**config.mk**
```make
export PLATFORM = sky130hd
export DESIGN_NAME = debounce_bank
export DESIGN_NICKNAME = d
export VERILOG_FILES = /design/src/rtl/debounce_pkg.sv /design/src/rtl/debounce_chan.sv /design/src/rtl/debounce_bank.sv
export SDC_FILE = /design/constraint.sdc
export NUM_CORES = 1
export LEC_CHECK = 0
export CORE_UTILIZATION = 39
export DETAILED_ROUTE_END_ITERATION = 16
export GPL_TIMING_DRIVEN = 0
export HOLD_SLACK_MARGIN = 0.12
export PLACE_DENSITY = 0.65
export SLEW_MARGIN = 20
export SYNTH_ARGS = -nofsm -noshare
export SYNTH_HDL_FRONTEND = slang
export SYNTH_SLANG_ARGS = --single-unit
```
**constraint.sdc**
```tcl
create_clock -name clk -period 5.5 [get_ports clk]
set_input_delay 0.825 -clock clk [delete_from_list [all_inputs] [get_ports clk]]
set_output_delay 0.825 -clock clk [all_outputs]
set_load 0.01 [all_outputs]
```
**src/rtl/debounce_pkg.sv**
```systemverilog
`default_nettype none
// ============================================================================
//  Module   : debounce_pkg
//  Brief    : Shared constants and width helper for the debounce bank.
//  Revision : 1.0 - initial release
// ============================================================================
package debounce_pkg;

    localparam int EDGE_FALL = 0;
    localparam int EDGE_RISE = 1;
    localparam int EDGE_BOTH = 2;

    // Width needed to hold the values 0..long_cyc inclusive.
    function automatic int hold_width(input int long_cyc);
        return (long_cyc < 1) ? 1 : $clog2(long_cyc + 1);
    endfunction

endpackage : debounce_pkg
`default_nettype wire

```
**src/rtl/debounce_chan.sv**
```systemverilog
`default_nettype none
// ============================================================================
//  Module   : debounce_chan
//  Brief    : One debounce channel: synchroniser, stability filter, edge and
//             long-press pulses, sticky event flag.
//  Revision : 1.0 - initial release
// ============================================================================
module debounce_chan
    import debounce_pkg::*;
#(
    parameter int   CNT_W     = 16,
    parameter int   LONG_CYC  = 1000000,
    parameter int   EDGE_MODE = 0,
    parameter logic RST_LEVEL = 1'b0
) (
    input  logic             clk,
    input  logic             rst_n,
    input  logic             in_i,
    input  logic [CNT_W-1:0] thr_i,
    input  logic             evt_clr_i,
    output logic             level_o,
    output logic             rise_o,
    output logic             fall_o,
    output logic             long_o,
    output logic             evt_o
);

    localparam int                  c_hold_w   = hold_width(LONG_CYC);
    localparam logic [c_hold_w-1:0] c_long_max = c_hold_w'(LONG_CYC);
    localparam logic [c_hold_w-1:0] c_long_m1  = c_hold_w'(LONG_CYC - 1);

    logic                r_s1, r_s2, r_state;
    logic [CNT_W-1:0]    r_cnt;
    logic [c_hold_w-1:0] r_hold;
    logic                r_rise, r_fall, r_long, r_evt;

    logic [CNT_W-1:0]    w_thr_eff;
    logic                w_match, w_flip;
    logic                w_rise_nxt, w_fall_nxt, w_long_nxt, w_sel;

    always_comb begin
        w_thr_eff  = (thr_i == '0) ? CNT_W'(1) : thr_i;
        w_match    = (r_s2 == r_state);
        // >= so that lowering the threshold below a running count flips at once
        w_flip     = !w_match && (r_cnt >= (w_thr_eff - CNT_W'(1)));
        w_rise_nxt = w_flip && r_s2;
        w_fall_nxt = w_flip && !r_s2;
        w_long_nxt = r_state && (r_hold == c_long_m1) && !w_fall_nxt;
        case (EDGE_MODE)
            EDGE_FALL: w_sel = w_fall_nxt;
            EDGE_RISE: w_sel = w_rise_nxt;
            default:   w_sel = w_rise_nxt | w_fall_nxt;
        endcase
    end

    always_ff @(posedge clk or negedge rst_n) begin
        if (!rst_n) begin
            r_s1    <= RST_LEVEL;
            r_s2    <= RST_LEVEL;
            r_state <= RST_LEVEL;
            r_cnt   <= '0;
            r_hold  <= '0;
            r_rise  <= 1'b0;
            r_fall  <= 1'b0;
            r_long  <= 1'b0;
            r_evt   <= 1'b0;
        end else begin
            r_s1 <= in_i;
            r_s2 <= r_s1;
            if (w_match) begin
                r_cnt <= '0;
            end else if (w_flip) begin
                r_state <= r_s2;
                r_cnt   <= '0;
            end else begin
                r_cnt <= r_cnt + CNT_W'(1);
            end
            // Saturating hold means long_o can only fire once per high period
            if (!r_state)
                r_hold <= '0;
            else if (r_hold != c_long_max)
                r_hold <= r_hold + c_hold_w'(1);
            r_rise <= w_rise_nxt;
            r_fall <= w_fall_nxt;
            r_long <= w_long_nxt;
            r_evt  <= w_sel | (r_evt & ~evt_clr_i);
        end
    end

    assign level_o = r_state;
    assign rise_o  = r_rise;
    assign fall_o  = r_fall;
    assign long_o  = r_long;
    assign evt_o   = r_evt;

endmodule : debounce_chan
`default_nettype wire

```
**src/rtl/debounce_bank.sv**
```systemverilog
`default_nettype none
// ============================================================================
//  Module   : debounce_bank
//  Brief    : NCH independent debounce channels sharing clock, reset and
//             stability threshold.
//  Revision : 1.0 - initial release
// ============================================================================
module debounce_bank
    import debounce_pkg::*;
#(
    parameter int   NCH       = 4,
    parameter int   CNT_W     = 16,
    parameter int   LONG_CYC  = 1000000,
    parameter int   EDGE_MODE = 0,
    parameter logic RST_LEVEL = 1'b0
) (
    input  logic             clk,
    input  logic             rst_n,
    input  logic [NCH-1:0]   in_i,
    input  logic [CNT_W-1:0] thr_i,
    input  logic [NCH-1:0]   evt_clr_i,
    output logic [NCH-1:0]   level_o,
    output logic [NCH-1:0]   rise_o,
    output logic [NCH-1:0]   fall_o,
    output logic [NCH-1:0]   long_o,
    output logic [NCH-1:0]   evt_o
);

    for (genvar c = 0; c < NCH; c++) begin : g_chan
        debounce_chan #(
            .CNT_W     (CNT_W),
            .LONG_CYC  (LONG_CYC),
            .EDGE_MODE (EDGE_MODE),
            .RST_LEVEL (RST_LEVEL)
        ) u_chan (
            .clk       (clk),
            .rst_n     (rst_n),
            .in_i      (in_i[c]),
            .thr_i     (thr_i),
            .evt_clr_i (evt_clr_i[c]),
            .level_o   (level_o[c]),
            .rise_o    (rise_o[c]),
            .fall_o    (fall_o[c]),
            .long_o    (long_o[c]),
            .evt_o     (evt_o[c])
        );
    end

endmodule : debounce_bank
`default_nettype wire
```
After elaboration in Yosys (flattened, before gate mapping)

Cells that the tools add are included.

Word-level logic and storage cells: 135
Bits of input ports: 26
Memory bits (read-only): 0
Memories: 0
Latch bits: 0
Bits in writable memories: 0
Flip-flop bits (word level): 172
Output and inout bits: 20

$add $sub $neg: 9
Div/mod/pow operators: 0
Shift operators: 0
Reductions and logical operators: 37
Bitwise operators: 16
Equality and inequality tests: 16
$mul: 0
$lt $le $gt $ge: 4
Muxes and demuxes: 17

Operators with widths:

| operator                                            | number |
|---|---|
| 2-to-1 mux 20 bit                                   | 8 |
| 2-to-1 mux 16 bit                                   | 9 |
| adder 20 x 1 -> 20 bit (second input constant)      | 4 |
| equality test 20 bit (second input constant)        | 4 |
| inequality test 20 bit (second input constant)      | 4 |
| adder 16 x 1 -> 16 bit (second input constant)      | 4 |
| >= comparator 16 bit                                | 4 |
| logical AND 1 bit                                   | 20 |
| logical NOT 16 bit                                  | 1 |
| subtractor 16 x 1 -> 16 bit (second input constant) | 1 |
| logical NOT 1 bit                                   | 12 |
| inequality test 2 bit (second input constant)       | 4 |
| NOT 1 bit                                           | 8 |
| AND reduction 2 bit                                 | 4 |
| AND 1 bit                                           | 4 |
| equality test 1 bit                                 | 4 |
| OR 1 bit                                            | 4 |

Longest topological paths before layout

Depth in word-level cells: 8
Gate-level depth with buffers: 16
Gate-level depth less buffers: 15

By module

From an unflattened synthesis, not the netlist that was laid out.

Cell total of the unflattened synthesis: 1105
Area, all modules: 10887.9 µm²

By module, submodules not included:

| module                               | instances | cells each | area an instance (µm²) | sequential area each (µm²) |
|---|---|---|---|---|
| debounce_chan (g_chan[0].u_chan ...) | 3         | 278        | 2748.9                 | 1076.0 |
| debounce_chan (g_chan[1].u_chan)     | 1         | 271        | 2641.3                 | 1076.0 |

Worst setup path after synthesis

OpenSTA, ideal clock, no wires.

Path kind: input -> register
From: in thr_i[5]
To: reg g_chan[0].u_chan.r_evt
Path slack: 1478 ps
Stages: 14
Data required time: 5378 ps
Arrival: 3901 ps
Setup time: 122 ps
Buffers on the path: 1
Path through: or4_4 nor3_1 and3_1 a31oi_1 ha_1 and3_1 nand2_1 xor2_1 ha_1 a21o_1 a211oi_1 nand3_1 buf_2 a32o_1

Cells in the longest elaborated chain, start to end: 7

RTL lines:

| what                            | RTL line            | text |
|---|---|---|
| start, declared                 | debounce_bank.sv:20 | `input logic [CNT_W-1:0] thr_i,` |
| logical NOT 16 bit              | debounce_chan.sv:42 | `w_thr_eff = (thr_i == '0) ? CNT_W'(1) : thr_i;` |
| 2-to-1 mux 16 bit (*)           | debounce_chan.sv:42 |  |
| subtractor 16 x 1 -> 16 bit (*) | debounce_chan.sv:45 | `w_flip = !w_match && (r_cnt >= (w_thr_eff - CNT_W'(1)));` |
| >= comparator 16 bit (*)        | debounce_chan.sv:45 |  |
| logical AND 1 bit (*)           | debounce_chan.sv:45 |  |
| logical AND 1 bit (*)           | debounce_chan.sv:47 | `w_fall_nxt = w_flip && !r_s2;` |
| OR 1 bit (*)                    | debounce_chan.sv:86 | `r_evt <= w_sel \| (r_evt & ~evt_clr_i);` |
| end signal, assigned            | debounce_chan.sv:86 |  |
| end, declared                   | debounce_chan.sv:35 | `logic r_rise, r_fall, r_long, r_evt;` |

Mark *: on every way between the ends. The rest lies on a longest branch, timed or not.
A chain may end at the register's enable or synchronous reset.

Final worst setup path

From: in thr_i[4]
To: reg g_chan[0].u_chan.r_evt

Same word-level chain as after synthesis.

==> report_table.html <==
<table>
<tr><th>Metric</th><th>Value</th></tr>
<tr><th colspan="2">Worst setup path</th></tr>
<tr><td>Depth of the worst register-to-register path</td><td>8</td></tr>
<tr><td>Worst EP required</td><td>between 5 and 6 ns</td></tr>
<tr><td>Worst Path Max Fanout</td><td>10</td></tr>
<tr><td>Internal reg-to-reg setup slack</td><td>3.26 ns</td></tr>
<tr><td>Crit Reg-Reg Startpoint</td><td>g_chan[0].u_chan.r_cnt[7]</td></tr>
<tr><td>Nature of the critical path startpoint</td><td>input port</td></tr>
<tr><td>Critical path class</td><td>input port to flip-flop</td></tr>
<tr><td>Worst Path Arrival</td><td>5.19 ns</td></tr>
<tr><td>Terminus of the critical flop-to-flop path</td><td>g_chan[0].u_chan.evt_o</td></tr>
<tr><td>Critical path endpoint category</td><td>flip-flop</td></tr>
<tr><th colspan="2">Layout</th></tr>
<tr><td>Layout Utilization</td><td>0.461</td></tr>
<tr><td>Cell Count, Final, Fillers Out</td><td>~1400</td></tr>
<tr><td>Antenna Cells</td><td>0</td></tr>
<tr><td>Area growth from synthesis to layout</td><td>14.9%</td></tr>
<tr><td>Number of nets in the layout</td><td>~1100</td></tr>
<tr><td>Share of cells above drive strength 1</td><td>0.0669</td></tr>
<tr><th colspan="2">Yosys</th></tr>
<tr><td>Share of the synthesized area in compound gates (AO/OA/AOI/OAI)</td><td>0.0621</td></tr>
<tr><td>Gate count of the mapped netlist</td><td>roughly 990</td></tr>
<tr><td>Synth Area in Adders</td><td>0.0928</td></tr>
<tr><td>Cell area after synthesis</td><td>between 0.009 and 0.01 mm^2</td></tr>
<tr><td>Simple-Gate Fraction of Synth Area</td><td>0.245</td></tr>
<tr><td>Avg Inst Size Synth</td><td>10.0 um^2</td></tr>
<tr><td>Synth Flop Type</td><td>sky130_fd_sc_hd__dfrtp_1</td></tr>
<tr><td>Count of warnings emitted by yosys</td><td>0</td></tr>
<tr><td>Main combinational cell family by area after synthesis</td><td>simple AND/OR/NAND/NOR gates</td></tr>
<tr><td>Count of cell types in the netlist</td><td>41</td></tr>
<tr><td>Syn nets</td><td>1084</td></tr>
<tr><td>Xor and xnor area share after synthesis</td><td>0.116</td></tr>
<tr><td>Share of synthesized area spent on multiplexers</td><td>0.0107</td></tr>
<tr><td>Flops &amp; latches, synth</td><td>approximately 170</td></tr>
<tr><td>Sequential fraction of the synthesis area</td><td>0.437</td></tr>
<tr><td>Number of flops mapped to enable cells by yosys</td><td>0</td></tr>
<tr><td>Async S/R FF share, synth</td><td>1.00</td></tr>
<tr><th colspan="2">Drt</th></tr>
<tr><td>Post-route DRC violation count</td><td>0</td></tr>
<tr><td>Routed len/inst</td><td>approximately 15 um</td></tr>
<tr><td>DRT Pass-1 Iters</td><td>4</td></tr>
<tr><td>Total Wirelength</td><td>20.3 mm</td></tr>
<tr><td>Total via count after detailed routing</td><td>roughly 7200</td></tr>
<tr><td>Via-to-Cell Ratio</td><td>approximately 5.2</td></tr>
<tr><td>Number of DRC markers after the initial detailed-route iteration</td><td>approximately 360</td></tr>
<tr><td>Remaining antenna violation count</td><td>0</td></tr>
<tr><th colspan="2">CTS</th></tr>
<tr><td>CTS buffer count</td><td>17</td></tr>
<tr><td>Skew-Pair Late Insertion Delay</td><td>0.44 ns</td></tr>
<tr><td>Count of instances resized after the clock tree is built</td><td>0</td></tr>
<tr><td>Setup repair bufs after CTS</td><td>0</td></tr>
<tr><td>Root Driver</td><td>sky130_fd_sc_hd__clkbuf_16</td></tr>
<tr><td>Clock sink total</td><td>172</td></tr>
<tr><td># hold bufs at CTS</td><td>0</td></tr>
<tr><td>Clk buf depth</td><td>2</td></tr>
<tr><td>CTS H-tree lvls</td><td>4</td></tr>
<tr><td>CTS clk-pin slew, worst paths</td><td>~0.070 ns</td></tr>
<tr><td>Clock tree from TritonCTS</td><td>built</td></tr>
<tr><th colspan="2">Min path</th></tr>
<tr><td>Path class of the lowest-slack min-delay path</td><td>flip-flop to flip-flop</td></tr>
<tr><td>Depth of the worst hold-timing path</td><td>0</td></tr>
<tr><td>Endpoint with the worst hold slack</td><td>g_chan[1].u_chan.r_s2</td></tr>
<tr><td>Min-Delay Startpoint</td><td>g_chan[1].u_chan.r_s1</td></tr>
<tr><th colspan="2">Global route</th></tr>
<tr><td>First-pass GRT wire length</td><td>~36 mm</td></tr>
<tr><td>Number of global-route vias before repair</td><td>7183</td></tr>
<tr><td>GRT Resource Usage Total</td><td>0.169</td></tr>
<tr><td>Largest net degree at the start of global routing</td><td>between 90 and 100</td></tr>
<tr><td>Antenna violations before repair</td><td>0</td></tr>
<tr><td>Total congestion overflow</td><td>0</td></tr>
<tr><th colspan="2">Timing</th></tr>
<tr><td>Hold violation total from the final report</td><td>0</td></tr>
<tr><td>Setup repair after global routing missed its margin</td><td>no</td></tr>
<tr><td>Total negative setup slack</td><td>0 ns</td></tr>
<tr><td>Fin. max-slew vios</td><td>0</td></tr>
<tr><td>Worst Skew</td><td>0.0162 ns</td></tr>
<tr><td>Max Fclk</td><td>~0.2 GHz</td></tr>
<tr><td>Worst-margin pin slew</td><td>0.886 ns</td></tr>
<tr><td>Setup Viol. Count Final</td><td>0</td></tr>
<tr><td>Worst hold slack across all endpoints</td><td>roughly 0.35 ns</td></tr>
<tr><td>Smallest setup slack after layout</td><td>approximately 0.63 ns</td></tr>
<tr><td>Tcrit/Tclk final</td><td>0.886</td></tr>
<tr><td>Time the worst path needs with I/O delays and setup</td><td>4.87 ns</td></tr>
<tr><td>Worst relative slew slack</td><td>0.404</td></tr>
<tr><th colspan="2">Floorplan</th></tr>
<tr><td>Row Count</td><td>57</td></tr>
<tr><td>Die Span Y</td><td>161 um</td></tr>
<tr><td>Full die area</td><td>approximately 0.026 mm^2</td></tr>
<tr><td>Horizontal extent of the die</td><td>161 um</td></tr>
<tr><td>IO Pins</td><td>46</td></tr>
<tr><td>Initial Utilization</td><td>0.401</td></tr>
<tr><td>Core Footprint</td><td>0.0245 mm^2</td></tr>
<tr><th colspan="2">Pwr</th></tr>
<tr><td>Clock Power Share</td><td>0.459</td></tr>
<tr><td>Peak ir drop on the vdd network</td><td>about 0.20 mV</td></tr>
<tr><td>Power share of the sequential group</td><td>0.487</td></tr>
<tr><td>Switching portion of total power</td><td>0.240</td></tr>
<tr><td>Power Dens Cells</td><td>roughly 230 mW/mm^2</td></tr>
<tr><td>Total net switching power</td><td>0.000635 W</td></tr>
<tr><td>Share of power burned in combinational logic</td><td>0.054</td></tr>
<tr><td>Cell Int Power</td><td>between 0.002 and 0.0025 W</td></tr>
<tr><td>Leak</td><td>about 5 nW</td></tr>
<tr><th colspan="2">Placement</th></tr>
<tr><td>Number of port buffers</td><td>between 40 and 50</td></tr>
<tr><td>Routability congestion estimate</td><td>0.789</td></tr>
<tr><td>Cells after DPL</td><td>around 1400</td></tr>
<tr><td>Worst slack at placement</td><td>between 0.2 and 0.25 ns</td></tr>
<tr><td>Dpl hpwl</td><td>about 15 mm</td></tr>
<tr><th colspan="2">Status</th></tr>
<tr><td>Run status</td><td>complete, no violations</td></tr>
<tr><th colspan="2">Job</th></tr>
<tr><td>Max-cap check violation count</td><td>0</td></tr>
</table>
==> routing by layer <==
layer,up-vias,GRT usage,routed length (um)
li1,3598,-,-
met1,3511,0.227,9480
met2,79,0.275,9810
met3,19,0.0315,688
met4,0,0.0566,325
met5,-,0,0
==> synthesized netlist by cell type (all sizes together), types with 25 or more instances <==
library cell / count / area share
nor3: 70 / 0.036
buf: 28 / 0.019
xor2: 48 / 0.043
xnor2: 82 / 0.073
a21oi: 25 / 0.013
nand4: 32 / 0.020
dfrtp: 172 / 0.44
inv: 29 / 0.011
nor2: 46 / 0.018
ha: 73 / 0.093
and3: 25 / 0.016
and2: 62 / 0.039
nand2: 43 / 0.016
nand3: 76 / 0.039
==> power by group through the flow <==
| stage | Combinational [W] | Sequential, W | Clock, W |
|---|---|---|---|
| 2_1_floorplan | 0.0000661 | 0.00131 | 0 |
| 3_3_place_gp | 0.000138 | 0.00131 | 0 |
| 3_5_place_dp | 0.000144 | 0.00131 | 0 |
| 4_1_cts | 0.000145 | 0.00129 | 0.00125 |
| 5_1_grt | 0.000163 | 0.00129 | 0.00130 |
| 6_report | 0.000141 | 0.00129 | 0.00121 |
==> worst max-delay path: stages <==
cell                              delay, ns
sky130_fd_sc_hd__clkdlybuf4s50_1       0.49
sky130_fd_sc_hd__or4_4                 0.59
sky130_fd_sc_hd__nor3_1                0.27
sky130_fd_sc_hd__and3_1                0.22
sky130_fd_sc_hd__a31oi_1               0.26
sky130_fd_sc_hd__ha_1                  0.32
sky130_fd_sc_hd__nand2_1               0.14
sky130_fd_sc_hd__nor2_1                0.07
sky130_fd_sc_hd__xnor2_1               0.46
sky130_fd_sc_hd__ha_1                  0.35
sky130_fd_sc_hd__a21oi_1               0.14
sky130_fd_sc_hd__o31ai_1               0.10
sky130_fd_sc_hd__o311ai_1              0.23
sky130_fd_sc_hd__nand3_1               0.20
sky130_fd_sc_hd__buf_2                 0.25
sky130_fd_sc_hd__a32o_1                0.27
==> per-stage QoR <==
step | total power [W] | area, um^2
after global routing | 0.00275 | 11300
after detailed placement | 0.00145 | 10700
after floorplan | 0.00137 | 9850
after global placement | 0.00145 | 10700
final | 0.00264 | 11300
after CTS | 0.00268 | 11300
==> cell families (layout without fill, tap and decap cells) <==
kind of cell	after synthesis	count (layout)
buf+inv	73	150
compound gates	92	92
xor+xnor	130	130
flops	172	172
fa+ha+maj	73	73
mux	10	10
simple gates	435	435
==> worst max-delay path by stage <==
stage | from | to | slack, ns | cells after the start
final | thr_i[4] | g_chan[0].u_chan.evt_o | 0.63 | 16
after global routing | thr_i[5] | g_chan[1].u_chan.rise_o | 0.36 | 16
after CTS | thr_i[4] | g_chan[1].u_chan.evt_o | 0.67 | 15
after detailed placement | thr_i[5] | g_chan[0].u_chan.evt_o | 0.22 | 15
after global placement | rst_n | g_chan[1].u_chan.r_hold[18] | -3.67 | 1
after floorplan | thr_i[5] | g_chan[0].u_chan.evt_o | 1.48 | 14
==> cell usage in the layout, fill, tap and decap left out, drive strengths merged, types with 6 or more instances in the layout <==
| cell | netlist | routed |
|---|---|---|
| nand4 | 32 | 32 |
| nor3 | 70 | 70 |
| mux2i | 6 | 6 |
| nor4 | 9 | 9 |
| clkdlybuf4s50 | 0 | 44 |
| nor2b | 16 | 16 |
| and3 | 25 | 25 |
| ha | 73 | 73 |
| buf | 28 | 30 |
| clkbuf | 16 | 34 |
| nand3 | 76 | 76 |
| and2 | 62 | 62 |
| a21oi | 25 | 25 |
| a21o | 16 | 16 |
| xor2 | 48 | 48 |
| nand2 | 43 | 43 |
| nor2 | 46 | 46 |
| nand2b | 6 | 6 |
| and4 | 10 | 10 |
| dfrtp | 172 | 172 |
| xnor2 | 82 | 82 |
| nor3b | 12 | 12 |
| inv | 29 | 37 |
| or3 | 13 | 13 |
| o21ai | 12 | 12 |
| a21boi | 13 | 13 |
==> sequential cells by signal, summed over array words and instances, names as in the netlist <==
| signal | cells |
|---|---|
| g_chan.u_chan.rise_o | 4 |
| g_chan.u_chan.r_s1 | 4 |
| g_chan.u_chan.r_cnt | 64 |
| g_chan.u_chan.evt_o | 4 |
| g_chan.u_chan.level_o | 4 |
| g_chan.u_chan.r_hold | 80 |
| g_chan.u_chan.fall_o | 4 |
| g_chan.u_chan.long_o | 4 |
| g_chan.u_chan.r_s2 | 4 |
==> area by class of cell <==
cell class	instances	area, um^2
Tap cell	324	405
Timing Repair Buffer	46	483
Sequential cell	172	4300
Fill cell	2337	13200
Clock buffer	18	429
Multi-Input combinational cell	740	5180
Inverter	29	109
Buffer	44	250
Clock inverter	13	153
Note: power is estimated with default switching activity, not from simulation.
